$ cat src/rtl/pipe_stage_reg.sv
// Inter-stage pipeline register: valid + opaque payload, stall/bubble control,
// optional one-entry skid buffer with back-pressure, saturating event counters.
module pipe_stage_reg #(
    parameter int PAYLOAD_W = 32,
    parameter int SKID      = 0,
    parameter int CNT_W     = 16
) (
    input  logic                 clk_i,
    input  logic                 rst_i,
    input  logic                 stall_i,
    input  logic                 bubble_i,
    input  logic                 in_valid_i,
    input  logic [PAYLOAD_W-1:0] in_payload_i,
    output logic                 in_ready_o,
    output logic                 out_valid_o,
    output logic [PAYLOAD_W-1:0] out_payload_o,
    output logic [CNT_W-1:0]     stall_cnt_o,
    output logic [CNT_W-1:0]     flush_cnt_o
);

    logic                 mv_q, mv_d;
    logic [PAYLOAD_W-1:0] md_q, md_d;
    logic                 sv_q, sv_d;
    logic [PAYLOAD_W-1:0] sd_q, sd_d;
    logic                 rdy_q, rdy_d;
    logic [CNT_W-1:0]     stall_cnt_q, stall_cnt_d;
    logic [CNT_W-1:0]     flush_cnt_q, flush_cnt_d;
    logic                 accept;

    // One extra bit of headroom catches the carry out; a carry means clamp.
    function automatic logic [CNT_W-1:0] sat_add(input logic [CNT_W-1:0] cnt,
                                                 input logic [1:0] inc);
        logic [CNT_W:0] sum;
        sum = {1'b0, cnt} + (CNT_W+1)'(inc);
        if (sum[CNT_W]) sat_add = {CNT_W{1'b1}};
        else            sat_add = sum[CNT_W-1:0];
    endfunction

    assign accept = in_valid_i & ((SKID != 0) ? rdy_q : 1'b1);

    always_comb begin
        mv_d        = mv_q;
        md_d        = md_q;
        sv_d        = sv_q;
        sd_d        = sd_q;
        stall_cnt_d = stall_cnt_q;
        flush_cnt_d = flush_cnt_q;

        if (rst_i) begin
            mv_d        = 1'b0;
            md_d        = '0;
            sv_d        = 1'b0;
            sd_d        = '0;
            stall_cnt_d = '0;
            flush_cnt_d = '0;
        end else if (bubble_i) begin
            mv_d        = 1'b0;
            md_d        = '0;
            sv_d        = 1'b0;
            sd_d        = '0;
            flush_cnt_d = sat_add(flush_cnt_q, {1'b0, mv_q} + {1'b0, sv_q});
        end else begin
            if (stall_i && mv_q)
                stall_cnt_d = sat_add(stall_cnt_q, 2'd1);

            if (SKID == 0) begin
                if (!stall_i) begin
                    mv_d = in_valid_i;
                    md_d = in_payload_i;
                end
            end else if (!stall_i) begin
                // The skid entry always drains before anything new is taken.
                if (sv_q) begin
                    mv_d = 1'b1;
                    md_d = sd_q;
                    sv_d = 1'b0;
                end else if (accept) begin
                    mv_d = 1'b1;
                    md_d = in_payload_i;
                end else begin
                    mv_d = 1'b0;
                end
            end else if (accept) begin
                if (!mv_q) begin
                    mv_d = 1'b1;
                    md_d = in_payload_i;
                end else begin
                    sv_d = 1'b1;
                    sd_d = in_payload_i;
                end
            end
        end

        rdy_d = ~sv_d;
    end

    always_ff @(posedge clk_i) begin
        mv_q        <= mv_d;
        md_q        <= md_d;
        sv_q        <= sv_d;
        sd_q        <= sd_d;
        rdy_q       <= rdy_d;
        stall_cnt_q <= stall_cnt_d;
        flush_cnt_q <= flush_cnt_d;
    end

    assign in_ready_o    = (SKID != 0) ? rdy_q : 1'b1;
    assign out_valid_o   = mv_q;
    assign out_payload_o = md_q;
    assign stall_cnt_o   = stall_cnt_q;
    assign flush_cnt_o   = flush_cnt_q;

endmodule
$ cat config.mk
export PLATFORM = sky130hd
export DESIGN_NAME = pipe_stage_reg
export DESIGN_NICKNAME = d
export VERILOG_FILES = /design/src/rtl/pipe_stage_reg.sv
export SDC_FILE = /design/constraint.sdc
export NUM_CORES = 1
export LEC_CHECK = 0
export BUFFER_PORTS_ARGS = -buffer_cell sky130_fd_sc_hd__clkbuf_2
export CAP_MARGIN = 20
export CORE_MARGIN = 4
export CORE_UTILIZATION = 30
export DETAILED_ROUTE_END_ITERATION = 7
export PLACE_DENSITY_LB_ADDON = 0.3
export SLEW_MARGIN = 20
export SYNTH_ARGS = -nofsm -noshare
export SYNTH_HDL_FRONTEND = slang
export SYNTH_SLANG_ARGS = --single-unit
$ cat constraint.sdc
create_clock -name clk_i -period 1.85 [get_ports clk_i]
set_input_delay 0.185 -clock clk_i [delete_from_list [all_inputs] [get_ports clk_i]]
set_output_delay 0.185 -clock clk_i [all_outputs]
set_load 0.005 [all_outputs]
==> results by group, run 1 <==
Yosys
  • #FFs+latches synth: 65
  • Dominant cells by area after synthesis: dfxtp_1 48%, mux2i_1 13%, nor2_1 6.4%
  • Most frequent cell after synthesis: dfxtp_1
  • Mapped cell area: 2706 um2
  • Yosys warns: 0
  • Top post-synthesis cells by count: 65 x dfxtp_1, 46 x nor2_1, 34 x mux2i_1
  • Cell taking the most area after synthesis: dfxtp_1
  • Synth top area share: 0.4808
  • Synth Instances: 294
  • Syn_area_per_cell: 9.205 um2
  • Sequential fraction of the synthesis area: 0.4808
  • Synth Net Count: 334
  • Asr flop ratio synth: 0
  • Main synth FF type: dfxtp_1
  • EDFF count, synth: 0
  • Netlist cell types: 38

Placed design
  • RePlAce Congestion: 0.7592
  • Port Buffers: approximately 100
  • Placement Setup Slack: roughly 57 ps
  • Post-DP HPWL: 5006 um

Floorplanning
  • Initial core utilization: 0.3088
  • IO Pins: 103
  • CORE AREA: 8763 um2
  • Die Ht: 103.0 um
  • Die area: ~11000 um2
  • Rows: 34
  • Die W: around 100 um

Clocking
  • CTS Sinks: 65
  • CTS tree: yes
  • Clock tree buffer depth: 2
  • Setup bufs post-CTS: 0
  • Clock Tree Root: clkbuf_8
  • Later-pin clock latency in the skew report: 330 ps
  • Clk slew on worst S/H paths: 70 ps
  • CTS Buf Count: 9
  • H-tree depth: 3

Global route
  • Initial antenna violation count: 0
  • Vias in the first global route: 2418
  • First-pass GRT wire length: 11210 um
  • GR peak layer: met2
  • Total track usage: 0.1338
  • Grt total ovfl: 0
  • Met2 Track Usage GR: 0.2171
  • GR Util met3: 0.06360
  • Largest net degree at the start of global routing: 34
  • GRT met1 Usage: 0.1568

Finish
  • Share of cells above drive strength 1: 0.3558
  • Nets@finish: 451
  • ANT cells: 0
  • Fillers: 913
  • Syn-to-layout area delta: 34.91%

Route
  • Post-route DRC: 0
  • Via count: 2538
  • DRT Wirelength: 6858 um
  • Final ANT Viol Nets: 0
  • Initial DRC count: 75
  • WL/cell: 13.09 um
  • Via density: 4.844
  • Drt pass-1 iters: 4

Timing
  • Fin. Hold Viols: 0
  • Fin worst setup slack: slightly above 80 ps
  • Tmin final: 1769 ps
  • Max-slew violation count: 0
  • Pin slew with the least headroom to its limit: between 600 and 700 ps
  • RSZ-0062 raised after global routing: false
  • Slew margin rel.: 0.5764
  • Hold Slack: 82.58 ps
  • Final worst-path cycle share: 0.9562
  • Worst Skew: 8.033 ps
  • TNS Setup: 0 ps
  • Achievable Freq: between 0.5 and 0.6 GHz
  • Number of setup violations in the final report: 0

Setup path
  • WP data arrival: 2030 ps
  • Worst path slowest cell: or4_1
  • Element type at the critical path end: flop
  • Startpoint Class: flop
  • Reg2Reg Setup Slack: 80 ps
  • Worst Path Buf+Inv: 0
  • Crit path required time: 2110 ps
  • CP peak stage delay: 500 ps
  • Crit Path Max Fanout: 4
  • CP Cell Sequence: ha_2, nand3_2, or3_4, or4_1, a31oi_1
  • Cell family with most CP delay: simple AND/OR/NAND/NOR gates
  • Critical setup path kind: reg -> reg

Run status
  • Outcome: complete, no violations

Power and ir drop
  • Pwr/cell area: between 700 and 800 nW/um2
  • Cell leakage power: 1.617 nW
  • Max IR drop VDD: 0.4460 mV

Hold path
  • Hold WC Path Type: in -> reg

Run
  • Max-cap violations: 0
-- routing by layer --
layer / wire (um) / vias up / part of all wire
met3: 568 / 4 / 0.083
met1: 3046 / 1171 / 0.44
met4: 36 / 0 / 0.0052
li1: - / 1283 / -
met5: 0 / - / 0
met2: 3206 / 80 / 0.47
-- power breakdown --
group | switching (mW) | total (mW) | leakage, nW | internal, mW
clock | 0.536 | 1.29 | 0.106 | 0.752
sequential | 0.0134 | 1.44 | 0.528 | 1.42
combinational | 0.0854 | 0.173 | 0.984 | 0.0873
total | 0.635 | 2.90 | 1.62 | 2.26
-- stage by stage --
step,instance area [um2],power [mW],cells,utilization
floorplan,2706,1.564,294,-
global placement,3436,1.643,508,0.3921
detailed placement,3436,1.646,508,0.3921
CTS,3646,2.966,524,0.4160
global route,3651,3.048,524,0.4166
finish,3651,2.898,524,0.4166
-- cells in the final DEF (no fill, tap or decap), types with 9 or more instances in the layout --
master and count:
dfxtp_1 63, buf_4 20, clkbuf_8 9, a31oi_1 9, nor3_1 16, nand2_1 13
xnor2_1 10, a21oi_1 16, mux2i_1 34, nor2_1 46, clkbuf_2 101, nand3_1 11
-- registers in the layout (all words and copies together) (netlist names) --
signal	flops
out_payload_o	32
out_valid_o	1
flush_cnt_o	16
stall_cnt_o	16
-- timing repair --
action	4_1_cts	5_1_grt
endpoints found under the setup margin	0	8
hold buffers	0	0
resized for setup	0	3
-- worst min-delay path, delay by kind of cell --
kind	cells	cell delay (ps)
buffers and inverters	1	70
muxes	1	50
and+or+nand+nor	1	70
-- final cells by class --
| type | instances | area (um2) | share of cell area |
|---|---|---|---|
| multi-input cells | 209 | 1328 | 0.3636 |
| flip-flops and latches | 65 | 1304 | 0.3571 |
| repair buffers | 121 | 655.6 | 0.1796 |
| well taps | 108 | 135.1 | 0.03701 |
| clock buffers | 10 | 127.6 | 0.03496 |
| clock inverters | 6 | 82.58 | 0.02262 |
| inverters | 5 | 18.77 | 0.005141 |
-- path summary, 6_finish.rpt --
check                    startpoint           endpoint  depth (start not counted)
hold reg to reg   out_payload_o[11]  out_payload_o[11]                          2
setup / recovery        out_valid_o    flush_cnt_o[14]                          5
hold / removal     in_payload_i[24]  out_payload_o[24]                          3
setup reg to reg        out_valid_o    flush_cnt_o[14]                          5
-- kinds of logic (layout without fill, tap and decap cells) --
group	count (synthesis)	after routing	share of synthesized area
other	1	1	0.001386
AO/OA/AOI/OAI	38	38	0.08368
multiplexers	34	34	0.1258
flip-flops	65	65	0.4808
XOR/XNOR	12	12	0.03883
adder cells (fa/ha/maj)	3	3	0.01387
AND/OR/NAND/NOR	121	121	0.2261
buffers and inverters	20	142	0.02959
Note: power is estimated with default switching activity, not from simulation.
==> run 2: changes to the inputs <==
- CORE_UTILIZATION: 30 -> 44
- SETUP_SLACK_MARGIN: not set -> 0.3
==> results by group, run 2 (same netlist as run 1, synthesis figures left out) <==
Route
  • Initial DRC count: 101
  • Drt pass-1 iters: 4
  • Final ANT Viol Nets: 0
  • WL/cell: ~14 um
  • Via count: 2604
  • Post-route DRC: 0
  • Via density: 5.261
  • DRT Wirelength: 6968 um

Finish
  • ANT cells: 0
  • Syn-to-layout area delta: 41.75%
  • Max FFs per register: 32
  • Nets@finish: 457
  • Post-Route Utilization: 0.6441
  • Most common cell after layout, fill and taps aside: clkbuf_2
  • Share of cells above drive strength 1: 0.4333
  • Most frequent cells in the layout: 101 x clkbuf_2, 51 x dfxtp_1, 46 x nor2_1

Clocking
  • Clock tree buffer depth: 2
  • H-tree depth: 3
  • CTS Buf Count: 9
  • CTS tree: yes
  • Clock Tree Root: clkbuf_8
  • Later-pin clock latency in the skew report: 330 ps
  • Clk slew on worst S/H paths: 70 ps
  • CTS Sinks: 65

Global route
  • Total track usage: 0.1853
  • Largest net degree at the start of global routing: 35
  • Vias in the first global route: 2426
  • First-pass GRT wire length: approximately 11000 um
  • Grt total ovfl: 0
  • Initial antenna violation count: 0

Placed design
  • Port Buffers: 101
  • Post-DP HPWL: approximately 4700 um
  • RePlAce Congestion: 0.8118
  • Placement Setup Slack: 159.0 ps

Setup path
  • Worst Path Buf+Inv: 0
  • Crit Path Max Fanout: 4
  • Critical setup path kind: reg -> reg
  • Cell family with most CP delay: simple AND/OR/NAND/NOR gates
  • Crit path required time: 2110 ps
  • Startpoint Class: flop
  • WP data arrival: approximately 1900 ps
  • Element type at the critical path end: flop
  • CP Cell Sequence: ha_4, nand3_4, or3_4, or4_1, a31oi_1
  • CP peak stage delay: 400 ps
  • Worst path slowest cell: or4_1

Timing
  • TNS Setup: 0 ps
  • Slew margin rel.: 0.5807
  • Fin worst setup slack: 251.7 ps
  • Worst Skew: 6.504 ps
  • RSZ-0062 raised after global routing: true
  • Tmin final: roughly 1600 ps
  • Final worst-path cycle share: 0.8640
  • Fin. Hold Viols: 0
  • Number of setup violations in the final report: 0
  • Pin slew with the least headroom to its limit: between 600 and 700 ps
  • Max-slew violation count: 0
  • Achievable Freq: around 0.63 GHz

Floorplanning
  • Rows: 28
  • Die area: between 7000 and 8000 um2
  • Initial core utilization: 0.4544
  • Die W: approximately 86 um
  • Die Ht: slightly below 90 um
  • CORE AREA: 5956 um2
  • IO Pins: 103

Run
  • Max-cap violations: 0

Power and ir drop
  • Pwr/cell area: 740.0 nW/um2
  • Max IR drop VDD: 0.7090 mV
  • Cell leakage power: 1.716 nW

Hold path
  • Hold WC Path Type: in -> reg

Run status
  • Outcome: complete, no violations
==> run 2: cell count changes in the layout (fill, tap and decap cells not counted), sizes merged <==
cell / change
clkinv: -3
buf: +6
bufinv: -1
clkbuf: +2
==> run 2: per-layer routing <==
metal	wire length, um	global-route usage
met5	0	0
met4	114	0.06374
met3	610	0.08460
met2	3328	0.3060
met1	2915	0.2115
==> run 2: final cells by class <==
class                      count  area (um2)
fill                         523        2120
multi-input combinational    209        1485
sequential                    65        1331
timing repair buffer         127       704.4
clock buffer                  12       165.2
tap                           75       93.84
clock inverter                 2       37.54
inverter                       5       18.77
==> run 2: what timing repair did <==
| item | 4_1_cts | 5_1_grt |
|---|---|---|
| resized for setup | 14 | 22 |
| buffers inserted | 12 | 2 |
| pin swaps | 8 | 8 |
| hold buffers | 0 | 0 |
| endpoints found under the setup margin | 24 | 27 |
==> run 2: metrics by stage <==
stage          hold slack [ps]  power, mW  instance area (um2)  cells
6_report                 80.00      2.839                 3836    495
3_5_place_dp             423.0      1.644                 3385    467
2_1_floorplan            327.7      1.563                 2756    294
5_1_grt                  61.75      2.970                 3836    495
3_3_place_gp             413.8      1.639                 3385    467
4_1_cts                  64.04      2.880                 3740    493
==> run 2: power breakdown <==
part	internal, mW	switching, mW
logic	0.0917	0.0879
registers	1.42	0.0149
clock network	0.718	0.508
total	2.23	0.611
==> run 2: worst paths after layout <==
check | from | to | slack (ps) | depth (start not counted)
worst max-delay path | out_valid_o | flush_cnt_o[14] | 250 | 5
worst min-delay path | in_payload_i[1] | out_payload_o[1] | 80 | 3
worst max register to register | out_valid_o | flush_cnt_o[14] | 250 | 5
worst min register to register | stall_cnt_o[10] | stall_cnt_o[10] | 480 | 1
==> run 2: worst reg2reg max path, delay by kind of cell, from the launching register on <==
kind            cells  cell delay, ps
simple gates        3             880
flops               1             380
fa+ha+maj           1             150
compound gates      1             130
